$ cat src/rtl/zed_led_pkg.sv
// Shared types for the ZedBoard LED driver: per-LED mode encoding and committed config record.
// With ZED_LED_BREATHE_EN defined, mode 3 is BREATHE; otherwise it is BLINK.
package zed_led_pkg;

  localparam int MODE_W      = 2;
  localparam int LEVEL_W_MAX = 16;

  typedef enum logic [MODE_W-1:0] {
    MODE_OFF     = 2'd0,
    MODE_ON      = 2'd1,
    MODE_PWM     = 2'd2,
`ifdef ZED_LED_BREATHE_EN
    MODE_BREATHE = 2'd3
`else
    MODE_BLINK   = 2'd3
`endif
  } led_mode_t;

  // Level is stored at the widest supported PWM width and zero-extended on capture.
  typedef struct packed {
    led_mode_t              mode;
    logic [LEVEL_W_MAX-1:0] level;
  } led_cfg_t;

  function automatic logic duty_on(input logic [LEVEL_W_MAX-1:0] level,
                                   input logic [LEVEL_W_MAX-1:0] cnt);
    return level > cnt;
  endfunction

endpackage

$ cat src/rtl/zed_led_timebase.sv
// Shared timing for all LEDs: prescaler tick, PWM counter, period boundary and blink phase.
module zed_led_timebase #(
  parameter int PWM_WIDTH      = 8,
  parameter int PRESCALE_WIDTH = 16,
  parameter int BLINK_WIDTH    = 16
) (
  input  logic                      i_clock,
  input  logic                      i_reset,
  input  logic [PRESCALE_WIDTH-1:0] i_prescale,
  input  logic [BLINK_WIDTH-1:0]    i_blink_half,
  output logic [PWM_WIDTH-1:0]      o_pwm_cnt,
  output logic                      o_boundary,
  output logic                      o_phase
);

  logic [PRESCALE_WIDTH-1:0] r_pre_cnt;
  logic [PRESCALE_WIDTH-1:0] r_pre_lim;
  logic [PWM_WIDTH-1:0]      r_pwm_cnt;
  logic [BLINK_WIDTH-1:0]    r_blink_cnt;
  logic                      r_phase;
  logic [PRESCALE_WIDTH-1:0] w_pre_limit;
  logic                      w_tick;
  logic                      w_boundary;

  // The count-0 clock is the reload point: it sees the live input and latches it for the rest of the count.
  assign w_pre_limit = (r_pre_cnt == '0) ? i_prescale : r_pre_lim;
  assign w_tick      = (r_pre_cnt == w_pre_limit);
  assign w_boundary  = w_tick & (r_pwm_cnt == '1);

  always_ff @(posedge i_clock) begin
    if (i_reset) begin
      r_pre_cnt   <= '0;
      r_pre_lim   <= '0;
      r_pwm_cnt   <= '0;
      r_blink_cnt <= '0;
      r_phase     <= 1'b0;
    end else begin
      if (r_pre_cnt == '0)
        r_pre_lim <= i_prescale;
      r_pre_cnt <= w_tick ? '0 : r_pre_cnt + 1'b1;
      if (w_tick)
        r_pwm_cnt <= r_pwm_cnt + 1'b1;
      if (w_boundary) begin
        if (r_blink_cnt == i_blink_half) begin
          r_blink_cnt <= '0;
          r_phase     <= ~r_phase;
        end else begin
          r_blink_cnt <= r_blink_cnt + 1'b1;
        end
      end
    end
  end

  assign o_pwm_cnt  = r_pwm_cnt;
  assign o_boundary = w_boundary;
  assign o_phase    = r_phase;

endmodule

$ cat src/rtl/zed_led_driver.sv
// LED driver top: config write FSM with a shadow register that commits at PWM period boundaries.
// Optional ZED_LED_BREATHE_EN turns mode 3 into a per-LED triangle brightness ramp.
module zed_led_driver
  import zed_led_pkg::*;
#(
  parameter int LED_COUNT      = 8,
  parameter int PWM_WIDTH      = 8,
  parameter int PRESCALE_WIDTH = 16,
  parameter int BLINK_WIDTH    = 16
) (
  input  logic                         i_clock,
  input  logic                         i_reset,
  input  logic [PRESCALE_WIDTH-1:0]    i_prescale,
  input  logic [BLINK_WIDTH-1:0]       i_blink_half,
  input  logic                         i_cfg_valid,
  output logic                         o_cfg_ready,
  input  logic [$clog2(LED_COUNT)-1:0] i_cfg_index,
  input  logic [1:0]                   i_cfg_mode,
  input  logic [PWM_WIDTH-1:0]         i_cfg_level,
  output logic [LED_COUNT-1:0]         o_led,
  output logic                         o_period_start
);

  localparam int IDX_W = $clog2(LED_COUNT);

  typedef enum logic {ST_IDLE, ST_PENDING} cfg_state_t;

  cfg_state_t             r_state;
  cfg_state_t             w_state_next;
  logic [IDX_W-1:0]       r_sh_index;
  led_cfg_t               r_sh_cfg;
  logic [LED_COUNT-1:0]   r_led;
  logic                   r_period_start;
  logic [LED_COUNT-1:0]   w_led_next;
  logic [PWM_WIDTH-1:0]   w_pwm_cnt;
  logic [LEVEL_W_MAX-1:0] w_cnt_ext;
  logic                   w_boundary;
  logic                   w_phase;
  logic                   w_accept;
  logic                   w_idx_ok;
  logic                   w_capture;
  logic                   w_commit;

  zed_led_timebase #(
    .PWM_WIDTH      (PWM_WIDTH),
    .PRESCALE_WIDTH (PRESCALE_WIDTH),
    .BLINK_WIDTH    (BLINK_WIDTH)
  ) u_timebase (
    .i_clock      (i_clock),
    .i_reset      (i_reset),
    .i_prescale   (i_prescale),
    .i_blink_half (i_blink_half),
    .o_pwm_cnt    (w_pwm_cnt),
    .o_boundary   (w_boundary),
    .o_phase      (w_phase)
  );

  assign w_cnt_ext   = LEVEL_W_MAX'(w_pwm_cnt);
  assign o_cfg_ready = (r_state == ST_IDLE) & ~i_reset;
  assign w_accept    = i_cfg_valid & o_cfg_ready;
  assign w_idx_ok    = int'(i_cfg_index) < LED_COUNT;
  assign w_commit    = (r_state == ST_PENDING) & w_boundary;

  always_comb begin
    w_state_next = r_state;
    w_capture    = 1'b0;
    case (r_state)
      ST_IDLE: begin
        // Out-of-range indices are handshaken but never reach the shadow.
        if (w_accept && w_idx_ok) begin
          w_capture    = 1'b1;
          w_state_next = ST_PENDING;
        end
      end
      ST_PENDING: begin
        if (w_boundary)
          w_state_next = ST_IDLE;
      end
      default: w_state_next = ST_IDLE;
    endcase
  end

  always_ff @(posedge i_clock) begin
    if (i_reset) begin
      r_state    <= ST_IDLE;
      r_sh_index <= '0;
      r_sh_cfg   <= '0;
    end else begin
      r_state <= w_state_next;
      if (w_capture) begin
        r_sh_index     <= i_cfg_index;
        r_sh_cfg.mode  <= led_mode_t'(i_cfg_mode);
        r_sh_cfg.level <= LEVEL_W_MAX'(i_cfg_level);
      end
    end
  end

  for (genvar gi = 0; gi < LED_COUNT; gi++) begin : g_led
    led_cfg_t r_cfg;
    logic     w_sel;
    logic     w_on;

    assign w_sel = w_commit & (r_sh_index == IDX_W'(gi));

    always_ff @(posedge i_clock) begin
      if (i_reset)
        r_cfg <= '0;
      else if (w_sel)
        r_cfg <= r_sh_cfg;
    end

`ifdef ZED_LED_BREATHE_EN
    logic [PWM_WIDTH-1:0] r_eff;
    logic                 r_up;
    logic [PWM_WIDTH-1:0] w_lvl;

    assign w_lvl = r_cfg.level[PWM_WIDTH-1:0];

    // Triangle ramp 0..level..0, one step per period; the turning points are each visited once.
    always_ff @(posedge i_clock) begin
      if (i_reset || w_sel) begin
        r_eff <= '0;
        r_up  <= 1'b1;
      end else if (w_boundary && r_cfg.mode == MODE_BREATHE) begin
        if (r_up) begin
          if (r_eff >= w_lvl) begin
            r_up <= 1'b0;
            if (r_eff != '0)
              r_eff <= r_eff - 1'b1;
          end else begin
            r_eff <= r_eff + 1'b1;
          end
        end else if (r_eff == '0) begin
          r_up <= 1'b1;
          if (w_lvl != '0)
            r_eff <= r_eff + 1'b1;
        end else begin
          r_eff <= r_eff - 1'b1;
        end
      end
    end
`endif

    always_comb begin
      w_on = 1'b0;
      case (r_cfg.mode)
        MODE_OFF:     w_on = 1'b0;
        MODE_ON:      w_on = 1'b1;
        MODE_PWM:     w_on = duty_on(r_cfg.level, w_cnt_ext);
`ifdef ZED_LED_BREATHE_EN
        MODE_BREATHE: w_on = duty_on(LEVEL_W_MAX'(r_eff), w_cnt_ext);
`else
        MODE_BLINK:   w_on = w_phase & duty_on(r_cfg.level, w_cnt_ext);
`endif
        default:      w_on = 1'b0;
      endcase
    end

    assign w_led_next[gi] = w_on;
  end

  always_ff @(posedge i_clock) begin
    if (i_reset) begin
      r_led          <= '0;
      r_period_start <= 1'b0;
    end else begin
      r_led          <= w_led_next;
      r_period_start <= w_boundary;
    end
  end

  assign o_led          = r_led;
  assign o_period_start = r_period_start;

endmodule

$ cat config.mk
export PLATFORM = sky130hd
export DESIGN_NAME = zed_led_driver
export DESIGN_NICKNAME = d
export VERILOG_FILES = /design/src/rtl/zed_led_pkg.sv /design/src/rtl/zed_led_timebase.sv /design/src/rtl/zed_led_driver.sv
export SDC_FILE = /design/constraint.sdc
export NUM_CORES = 1
export LEC_CHECK = 0
export ABC_AREA = 1
export CAP_MARGIN = 10
export CORE_UTILIZATION = 47
export CTS_BUF_LIST = sky130_fd_sc_hd__clkbuf_4 sky130_fd_sc_hd__clkbuf_8 sky130_fd_sc_hd__clkbuf_16
export DETAILED_ROUTE_END_ITERATION = 8
export GPL_TIMING_DRIVEN = 1
export HOLD_SLACK_MARGIN = 0.15
export PLACE_DENSITY_LB_ADDON = 0.3
export SYNTH_ARGS = -nofsm -noshare
export SYNTH_HDL_FRONTEND = slang
export SYNTH_SLANG_ARGS = --single-unit
export TNS_END_PERCENT = 30
$ cat constraint.sdc
create_clock -name i_clock -period 4.1 [get_ports i_clock]
set_input_delay 0.82 -clock i_clock [delete_from_list [all_inputs] [get_ports i_clock]]
set_output_delay 0.82 -clock i_clock [all_outputs]
set_load 0.01 [all_outputs]
# == Word level (Yosys, flattened, before mapping) ==
# Cells that the tools add are included.
# totals
reg_bits,160
output_inout_bits,10
# op_classes
n_reduce_logical,12
eq_ne,34
bitwise,23
order_cmp,8
n_mux,14
addsub,3
# op_table
operator,count
$gt A8 B8 Y1,8
$add A16 B1 Y16 const B,2
$eq A16 B16 Y1,2
$eq A2 B2 Y1 const B,16
$mux W16,2
$pmux W1 S4,8
$and A1 B1 Y1,20
$eq A2 B1 Y1 const B,8
$logic_not A16 Y1,1
$logic_not A2 Y1,8
$eq A3 B3 Y1 const B,4
$add A8 B1 Y8 const B,1
$eq A8 B8 Y1 const B,1
$eq A3 B2 Y1 const B,2
$eq A3 B1 Y1 const B,1
$logic_not A3 Y1,1
$mux W1,3
$not A1 Y1,3
$pmux W1 S2,1
$reduce_and A2 Y1,1
$reduce_or A2 Y1,1

# == Logic depth before layout (Yosys ltp) ==
# logic_depth
ltp_word,6
ltp_mapped,21

# == Cells and area by module ==
# Synthesis repeated with hierarchy kept, for this count alone.
# unflattened
cells_unflattened,1231
hier_area_um2,9146.3
# modules_own_cells
mod,area_each_um2,instances,cells_per_inst,seq_area_each_um2
zed_led_driver,5439.0,1,662,2062.0
zed_led_timebase,3707.3,1,569,1141.1

# == Worst setup path before layout ==
# Ideal clock, no wire load.
# synth_timing
path_type,register to register
start,register u_timebase.r_pre_cnt[0]
end,register r_state
setup_slack_ns,1.859
path_stages_with_launch,19
arrival_ns,2.116
setup_time_ns,0.125
synth_period_minus_slack_ns,2.241
n_path_buf,3
cell_sequence,dfxtp_1 inv_1 ha_1 nand2_1 nor2_4 buf_6 nand3b_1 nand2_1 nand2_1 nand2_1 nand2_1 nor2_1 nand2_1 nor2_2 buf_6 nand2_2 buf_2 nand3_1 nand2_1
# synth_between
elab_chain_len,6
# synth_rtl
item,line,text
"start, declared",zed_led_timebase.sv:16,logic [PRESCALE_WIDTH-1:0] r_pre_cnt;
"start signal, assigned",zed_led_timebase.sv:40,r_pre_cnt <= w_tick ? '0 : r_pre_cnt + 1'b1;
$logic_not A16 Y1,zed_led_timebase.sv:26,assign w_pre_limit = (r_pre_cnt == '0) ? i_prescale : r_pre_lim;
$mux W16,zed_led_timebase.sv:26,
$eq A16 B16 Y1 (*),zed_led_timebase.sv:27,assign w_tick = (r_pre_cnt == w_pre_limit);
$and A1 B1 Y1 (*),zed_led_timebase.sv:28,assign w_boundary = w_tick & (r_pwm_cnt == '1);
$mux W1 (*),zed_led_driver.sv:76,if (w_boundary)
$pmux W1 S2 (*),zed_led_driver.sv:67,case (r_state)
"end signal, assigned",zed_led_driver.sv:89,r_state <= w_state_next;
"end, declared",zed_led_driver.sv:28,cfg_state_t r_state;
# Every way passes the cells marked *; elsewhere a longest branch is shown, timed or not.
# A chain may end at the register's enable or synchronous reset.

# == Final worst setup path ==
# layout_timing
start,register u_timebase.r_pre_cnt[1]
end,register g_led[6].r_cfg[2] (netlist bit)
# layout_between
elab_chain_len,6
# layout_rtl
item,line,text
$logic_not A16 Y1,zed_led_timebase.sv:26,
$mux W16,zed_led_timebase.sv:26,
$eq A16 B16 Y1 (*),zed_led_timebase.sv:27,
$and A1 B1 Y1 (*),zed_led_timebase.sv:28,
$and A1 B1 Y1 (*),zed_led_driver.sv:62,assign w_commit = (r_state == ST_PENDING) & w_boundary;
$and A1 B1 Y1 (*),zed_led_driver.sv:103,assign w_sel = w_commit & (r_sh_index == IDX_W'(gi));
"end signal, assigned",zed_led_driver.sv:109,r_cfg <= r_sh_cfg;
"end, declared",zed_led_driver.sv:99,led_cfg_t r_cfg;
# Marks and branches as above.

==> reports/metrics.cfg <==
[timing]
hold_ws_ps = 455
fin_worst_skew_ps = 11.2
min_period_over_period = 0.783
fmax_mhz = 311
finalMaxSlewViolations = 0
rsz0062_at_grt = false
finalHoldViolCount = 0
tns_ps = 0
tightest_slew_ps = 726
slew_headroom = 0.515
fin_crit_ps = 3210
worst_slack_ps = 888
setup_viol = 0

[routing]
ant_nets = 0
wirelength_um = 21400
wl_per_cell_um = 13.4
vias_per_cell = 5.02
vias = 8033
dr.pass1.iters = 7
drt_iter0_markers = 513
drc = 0

[finish]
layout_commonest_cell = nand2_1
fill_cells = 1821
drive_above_1_share = 0.0454
syn2layout_area_growth_pct = 12.9
antenna_cells = 0
fin_nets = 1472
most-common-layout-cells = nand2_1, nor2_1, inv_1, dfxtp_1, a21oi_1

[setup_path]
critPathLaunch = u_timebase.r_pre_cnt[1]
end_kind = flop
worstPathCellList = inv_1, ha_1, nand2_1, nor2_4, nand2_4, nand2_1, nand3_1, nand2_1, nand2_1, nor2_1, nand2_1, nor2_2, buf_4, nand4_2, nor2_1, nor2_1
start_kind = flop
slowest_delay_ps = 500
r2r_start = u_timebase.r_pre_cnt[1]
worstPathRequired_ps = 4410
critical_path.most_common_cell = nand2_1
cp_max_fo = 29
setup.worst_path.class = reg2reg
cp_top_family = simple AND/OR/NAND/NOR gates
cp_slowest_cell = nand4_2
worst-path-buf-inv = 2
cp.arrival_ps = 3520

[global_routing]
grt_pass1_wl_um = 35000
grt_overflow = 0
grt_pass1_vias = 7166
antenna_found_initial = 0
gr-usage-all-layers = 0.223
grt_start_max_net_pins = 58

[floorplan]
initial_core_util = 0.481
die_area_um2 = 19800
die_h_um = 141
die_x_um = 141
fp-row-count = 50
io_pins = 58
fp.coreArea_um2 = 18800

[power_and_ir_drop]
power_density_nw_per_um2 = 342
p_sw_uw = 846
clkPwrFrac = 0.454
p_leak_nw = 5.03
power_switching_share = 0.242
internal_power_mw = 2.65
seq_power_share = 0.469
ir_drop_uv = 265
pwr-share-comb = 0.076

[min_path]
hold_path.class = reg2reg
hp-start = g_led[0].r_cfg[17]

[cts]
clockBufferDepth = 2
postCtsSetupBuffers = 0
clk_pin_slew_ps = 60
cts.sinks = 160
root_buffer = clkbuf_16
post_cts_resize_count = 0
cts_tree = done
cts_hold_buf = 0
clk-insertion-delay-late_ps = 430
cts_made_buffers = 17
cts_max_level = 4

[placement]
place_ws_ps = 864
globalplace.congestion = 0.878
numPortBuffers = 57
dp_hpwl_um = 14100

[synthesis]
ys_seq_area_frac = 0.355
synth_area_leader_cell = dfxtp_1
synth_top_area_share = 0.355
synth_cells = 1331
synth_cell_types = 32
avgSynthCellArea_um2 = 6.79
syn-cell-area_um2 = 9030
ys_ff_latch = 160
synth_area_leaders = dfxtp_1, nand2_1, nor2_1
syn_nets = 1447
yosysWarningCount = 0

[run]
maxCapViolCount = 0

[outcome]
run_status = finished clean

-- flip-flops by register name (all words and copies together), names as in the netlist, 3 cells and up --
| name | cells |
|---|---|
| r_sh_cfg | 10 |
| u_timebase.r_pre_cnt | 16 |
| o_led | 8 |
| r_sh_index | 3 |
| u_timebase.r_pre_lim | 16 |
| u_timebase.r_blink_cnt | 16 |
| u_timebase.o_pwm_cnt | 8 |
| g_led.r_cfg | 80 |
-- cell type report --
class / instances / area, µm² / share of cell area
clock buffer: 18 / 433 / 0.0424
clock inverter: 12 / 145 / 0.0142
tap: 234 / 293 / 0.0287
inverter: 165 / 619 / 0.0607
multi-input combinational: 949 / 4890 / 0.480
timing repair buffer: 63 / 616 / 0.0603
sequential: 160 / 3200 / 0.314
-- kinds of logic after synthesis --
logic type / count (synthesis) / share of synthesized area
DFF: 160 / 0.355
and+or+nand+nor: 731 / 0.345
xor gates and xnor gates: 38 / 0.0368
buffers and inverters: 222 / 0.104
AOI/OAI and AO/OA: 112 / 0.0654
adders and majority gates: 68 / 0.0942
-- final timing paths --
kind / depth (start not counted) / slack, ps / end
hold / removal: 1 / 450 / o_led[0]
setup reg to reg: 16 / 890 / g_led[6].r_cfg[2]
setup / recovery: 16 / 890 / g_led[6].r_cfg[2]
hold reg to reg: 1 / 450 / o_led[0]
-- power groups by stage --
stage	sequential, mW	clock, mW	combinational [mW]
5_1_grt	1.64	1.69	0.305
3_3_place_gp	1.67	0	0.262
2_1_floorplan	1.63	0	0.202
3_5_place_dp	1.67	0	0.264
4_1_cts	1.64	1.61	0.267
6_report	1.64	1.59	0.267
-- per-stage QoR --
| stage | instance area, µm² | power (mW) | instances | utilization |
|---|---|---|---|---|
| after detailed placement | 9620 | 1.94 | 1571 | 0.513 |
| after CTS | 10200 | 3.52 | 1601 | 0.544 |
| after floorplan | 9030 | 1.83 | 1331 | - |
| after global placement | 9620 | 1.94 | 1571 | 0.513 |
| final | 10200 | 3.49 | 1601 | 0.544 |
| after global routing | 10200 | 3.63 | 1601 | 0.544 |
-- cells in the mapped netlist --
cell type / instances
xor2_1: 33
clkbuf_1: 20
or2_2: 3
ha_1: 68
and2_0: 1
a21oi_1: 73
buf_4: 2
buf_6: 11
nor2_1: 231
nor2_8: 1
xnor2_1: 5
nor2_2: 5
inv_1: 160
nor3b_1: 3
nand3b_1: 13
nor3_1: 26
nand4_2: 8
buf_1: 11
o21ai_1: 3
buf_2: 13
dfxtp_1: 160
nor4_1: 7
o211ai_1: 12
nand2_1: 342
nand2_2: 4
o21ai_0: 24
clkinv_1: 2
nor2_4: 1
nand2_4: 1
nand3_1: 66
inv_2: 3
nand4_1: 19
-- metal layers --
metal,routed length (µm),global-route usage,up-vias
li1,-,-,4228
met1,10200,0.302,3587
met2,9610,0.354,186
met3,1160,0.0442,32
met4,441,0.0749,0
met5,0,0,-
(Power assumes the default switching activity.)
